### config.mk
export PLATFORM = sky130hd
export DESIGN_NAME = out_port_queue
export DESIGN_NICKNAME = d
export VERILOG_FILES = /design/src/rtl/out_port_queue.sv
export SDC_FILE = /design/constraint.sdc
export NUM_CORES = 1
export LEC_CHECK = 0
export BUFFER_PORTS_ARGS = -buffer_cell sky130_fd_sc_hd__buf_2
export CAP_MARGIN = 20
export CORE_ASPECT_RATIO = 0.8
export CORE_UTILIZATION = 35
export CTS_CLUSTER_DIAMETER = 150
export DETAILED_ROUTE_END_ITERATION = 16
export GPL_TIMING_DRIVEN = 0
export SLEW_MARGIN = 20
export SYNTH_ARGS = -nofsm -noshare
export SYNTH_HDL_FRONTEND = slang
export SYNTH_SLANG_ARGS = --single-unit
export TNS_END_PERCENT = 20
### constraint.sdc
create_clock -name clk -period 7.7 [get_ports clk]
set_input_delay 1.155 -clock clk [delete_from_list [all_inputs] [get_ports clk]]
set_output_delay 1.155 -clock clk [all_outputs]
set_load 0.005 [all_outputs]
### src/rtl/out_port_queue.sv
// Output-port byte queue: FWFT FIFO with packet-aware read framing and oversize drop.
// Define OUT_PORT_CUT_THROUGH_EN for cut-through delivery (no oversize detection).
module out_port_queue #(
  parameter int DEPTH = 16
) (
  input  logic       clk,
  input  logic       rst,
  input  logic [7:0] wr_data,
  input  logic       wr_last,
  input  logic       wr_valid,
  output logic       wr_ready,
  output logic [7:0] port_out,
  output logic       port_ready,
  input  logic       port_read,
  output logic       oversize
);

  localparam int AW = $clog2(DEPTH);

  typedef enum logic [1:0] {R_IDLE, R_SEND, R_GAP} rd_state_t;
  typedef enum logic       {W_ACCEPT, W_DROP}      wr_state_t;

  logic [8:0]  mem_q [DEPTH];
  logic [AW:0] wr_ptr_q, wr_ptr_d;
  logic [AW:0] rd_ptr_q, rd_ptr_d;
  logic [AW:0] pkt_cnt_q, pkt_cnt_d;
  rd_state_t   rd_state_q, rd_state_d;
  wr_state_t   wr_state_q, wr_state_d;

  logic [8:0]  head;
  logic        full, empty, flush;
  logic        do_write, do_store, do_pop, head_last;

  assign head      = mem_q[rd_ptr_q[AW-1:0]];
  assign head_last = head[8];
  assign empty     = (wr_ptr_q == rd_ptr_q);
  assign full      = (wr_ptr_q[AW] != rd_ptr_q[AW]) &&
                     (wr_ptr_q[AW-1:0] == rd_ptr_q[AW-1:0]);

  always_comb begin
`ifdef OUT_PORT_CUT_THROUGH_EN
    port_ready = !rst && (rd_state_q == R_SEND) && !empty;
    flush      = 1'b0;
    wr_ready   = !rst && !full;
`else
    port_ready = !rst && (rd_state_q == R_SEND);
    // A full FIFO holding no complete packet can never drain: discard it.
    flush      = (wr_state_q == W_ACCEPT) && full && (pkt_cnt_q == '0);
    wr_ready   = !rst && ((wr_state_q == W_DROP) || !full);
`endif
    oversize   = !rst && flush;
    port_out   = port_ready ? head[7:0] : 8'h00;
    do_write   = wr_valid && wr_ready;
    do_store   = do_write && (wr_state_q == W_ACCEPT);
    do_pop     = port_ready && port_read;
  end

  always_comb begin
    wr_ptr_d  = wr_ptr_q + (AW+1)'(do_store);
    rd_ptr_d  = rd_ptr_q + (AW+1)'(do_pop);
    pkt_cnt_d = pkt_cnt_q;
    case ({do_store && wr_last, do_pop && head_last})
      2'b10:   pkt_cnt_d = pkt_cnt_q + 1'b1;
      2'b01:   pkt_cnt_d = pkt_cnt_q - 1'b1;
      default: pkt_cnt_d = pkt_cnt_q;
    endcase
    if (flush) begin
      rd_ptr_d  = wr_ptr_q;
      pkt_cnt_d = '0;
    end
  end

  always_comb begin
    wr_state_d = wr_state_q;
`ifndef OUT_PORT_CUT_THROUGH_EN
    case (wr_state_q)
      W_ACCEPT: if (flush) wr_state_d = W_DROP;
      W_DROP:   if (do_write && wr_last) wr_state_d = W_ACCEPT;
      default:  wr_state_d = W_ACCEPT;
    endcase
`endif
  end

  // IDLE looks at next-cycle occupancy so delivery starts the cycle after the enabling write.
  always_comb begin
    rd_state_d = rd_state_q;
    case (rd_state_q)
`ifdef OUT_PORT_CUT_THROUGH_EN
      R_IDLE:  if (wr_ptr_d != rd_ptr_d) rd_state_d = R_SEND;
`else
      R_IDLE:  if (pkt_cnt_d != '0) rd_state_d = R_SEND;
`endif
      R_SEND:  if (do_pop && head_last) rd_state_d = R_GAP;
      R_GAP:   rd_state_d = R_IDLE;
      default: rd_state_d = R_IDLE;
    endcase
  end

  always_ff @(posedge clk) begin
    if (rst) begin
      wr_ptr_q   <= '0;
      rd_ptr_q   <= '0;
      pkt_cnt_q  <= '0;
      rd_state_q <= R_IDLE;
      wr_state_q <= W_ACCEPT;
    end else begin
      wr_ptr_q   <= wr_ptr_d;
      rd_ptr_q   <= rd_ptr_d;
      pkt_cnt_q  <= pkt_cnt_d;
      rd_state_q <= rd_state_d;
      wr_state_q <= wr_state_d;
    end
  end

  always_ff @(posedge clk) begin
    if (do_store) mem_q[wr_ptr_q[AW-1:0]] <= {wr_last, wr_data};
  end

endmodule

==> results.cfg <==
[run_status]
outcome = finished clean

[floorplanning]
die_x_um = 155.9
initial_utilization_pct = 36.15
num_io_pins = 24
die_h_um = 125.1
std_cell_rows = 44
die_area_mm2 = 0.01949
core_mm2 = 0.01833

[sta]
max_slew_margin_pct = 22.80
fin_crit_ns = 4.415
timing.fmax_mhz = 226.5
drv_slew = 0
finalCritPeriodShare_pct = 57.34
finClkSkew_ns = 0.009161
tns_ns = 0
worst-slew-pin-transition_ns = 1.154
hold_viol_final = 0
fin_ws_ns = 3.285
rsz0062_at_grt = false
setup_viol = 0

[critical_path]
slowest_stage = clkbuf_1
slowest_delay_ns = 0.72
r2r_end = rd_state_q[0]$_SDFFE_PP0P_
crit_path_end = port_out[6]
cp_cell_sequence = clkbuf_1, clkbuf_1, mux4_2, mux4_2, and2_1, buf_2
critPathMaxFanout = 10
arrival_ns = 3.26
crit_path_start_kind = flop
end_kind = output port
crit_type = reg2out
required_ns = 6.55
r2r-start = rd_ptr_q[1]$_SDFF_PP0_
r2r_cells = 13
crit_start = rd_ptr_q[1]$_SDFF_PP0_
r2r_setup_slack_ns = 3.81

[synthesis]
synth_edf_count = 144
syn_area_per_cell_um2 = 18.41
yosysTopAreaCell = edfxtp_1
synth.top_cell.area_share_pct = 65.24
yosysSeqAreaShare_pct = 70.68
synthTopCellsByArea = edfxtp_1 65%, mux4_2 15%, dfxtp_1 5.4%
netlist_area_mm2 = 0.006628
ys_types = 34
syn-num-nets = 380
netlist_instances = 360
synth_flop_cell = edfxtp_1
yosys_register_bits = 162
synth_warnings = 0
async_flop_share_pct = 0

[power_and_ir_drop]
power.density_mw_per_mm2 = 241.7
power_w = 0.001867
leakage_nw = 2.453
peakVddDrop_uv = 134.4

[cts]
clk_latency_ns = 0.43
htree_num_levels = 4
ctsLongestPathBuffers = 2
cts_root_buf = clkbuf_16
path_clk_slew_ns = 0.07
numCtsBuffers = 17
cts_resized = 0
cts_setup_buffers = 0
cts_hold_buf = 0
cts_tree = yes
cts_sinks = 162

[run]
drv_cap = 0

[global_route]
grt_pass1_vias = 3568
antenna_found_initial = 0
gr-total-overflow = 0
grtUsageTotal_pct = 15.43
grt_pass1_wl_mm = 21.13
grt_max_degree = 19

[finish]
drive_above_1_share_pct = 28.95
diodes = 0
layout_commonest_cell = edfxtp_1
final_util_pct = 42.13
finalNetCount = 425
layout_common_cells = 144 x edfxtp_1, 44 x mux4_2, 26 x buf_2
syn2layout_area_growth_pct = 16.54

[place]
port-buffer-count = 23
place_ws_ns = 3.551
gp_congestion = 0.7152
dp_hpwl_mm = 8.716

[detailed_routing]
drtAntennaViolNets = 0
drt-pass1-iter-count = 4
via_per_inst = 5.061
drt_iter0_drc = 366
drt_wl_total_mm = 13.79
routedWlPerCell_um = 20.55
drc = 0
vias = 3396

[hold_path]
min_path_type = reg2reg
[cell usage after synthesis, types with 2 or more instances]
master	n
edfxtp_1	144
mux4_2	44
nor2_1	29
dfxtp_1	18
clkbuf_1	16
nor3_1	11
and2_1	9
mux2i_1	9
nand3_1	9
xnor2_1	9
ha_1	7
nor2b_1	6
xor2_1	6
a21oi_1	5
nand3b_1	4
nor3b_1	4
buf_2	3
nand2_1	3
nand2b_1	3
a21o_1	2
a22oi_1	2
buf_1	2
buf_4	2
o22ai_1	2
or3b_2	2
[layout make-up]
cell class | count | area [µm²]
fill | 1621 | 10610
sequential | 162 | 4684
multi-input combinational | 175 | 1886
clock buffer | 17 | 425.4
tap | 253 | 316.6
clock inverter | 15 | 165.2
timing repair buffer | 26 | 148.9
buffer | 23 | 97.59
[how the worst min path moves through the flow]
stage                               startpoint                         end  slack (ns)  depth (start not counted)
CTS                 rd_state_q[1]$_SDFFE_PP0P_  rd_state_q[0]$_SDFFE_PP0P_        0.52                          2
global placement    rd_state_q[1]$_SDFFE_PP0P_  rd_state_q[0]$_SDFFE_PP0P_        0.51                          2
finish              rd_state_q[1]$_SDFFE_PP0P_  rd_state_q[0]$_SDFFE_PP0P_        0.53                          2
floorplan           rd_state_q[1]$_SDFFE_PP0P_  rd_state_q[0]$_SDFFE_PP0P_        0.47                          2
detailed placement  rd_state_q[1]$_SDFFE_PP0P_  rd_state_q[0]$_SDFFE_PP0P_        0.51                          2
global route        rd_state_q[1]$_SDFFE_PP0P_  rd_state_q[0]$_SDFFE_PP0P_        0.57                          2
[kinds of logic (layout without fill, tap and decap cells)]
family	after synthesis	after routing	synth area share, %
buffers and inverters	23	81	1.472
flip-flops	162	162	70.68
multiplexers	53	53	16.31
adder cells (fa/ha/maj)	7	7	1.321
XOR/XNOR	15	15	1.982
AO/OA/AOI/OAI	16	16	1.567
AND/OR/NAND/NOR	84	84	6.664
[report_power, final]
group          switching (W)  total (W)  internal (W)
registers         0.00000294   0.000965      0.000962
logic              0.0000451  0.0000781     0.0000330
clock network       0.000388   0.000824      0.000435
[layer usage]
metal	vias to the layer above	GRT usage [%]	routed length (µm)
li1	1527	-	-
met1	1754	20.82	5670
met2	101	24.42	6713
met3	14	3.813	1215
met4	0	5.190	186
met5	-	0	0
[flip-flops by register name, indices dropped and copies added, names as in the netlist]
register and count:
rd_state_q 2, pkt_cnt_q 5, wr_ptr_q 5, mem_q 144
wr_state_q 1, rd_ptr_q 5
[critical path, delay by kind of cell, from the launching register on]
| kind | cells | cell delay [ns] |
|---|---|---|
| simple gates | 1 | 0.17 |
| flops | 1 | 0.38 |
| mux | 2 | 0.91 |
| buf+inv | 3 | 1.37 |
[stage by stage]
| stage | hold slack, ns | cell area, µm² | instances |
|---|---|---|---|
| finish | 0.5304 | 7724 | 671 |
| global route | 0.5697 | 7724 | 671 |
| detailed placement | 0.5137 | 7126 | 639 |
| global placement | 0.5084 | 7059 | 636 |
| CTS | 0.5209 | 7716 | 671 |
| floorplan | 0.4724 | 6628 | 360 |
No activity file was read; power rests on OpenSTA's default activity.
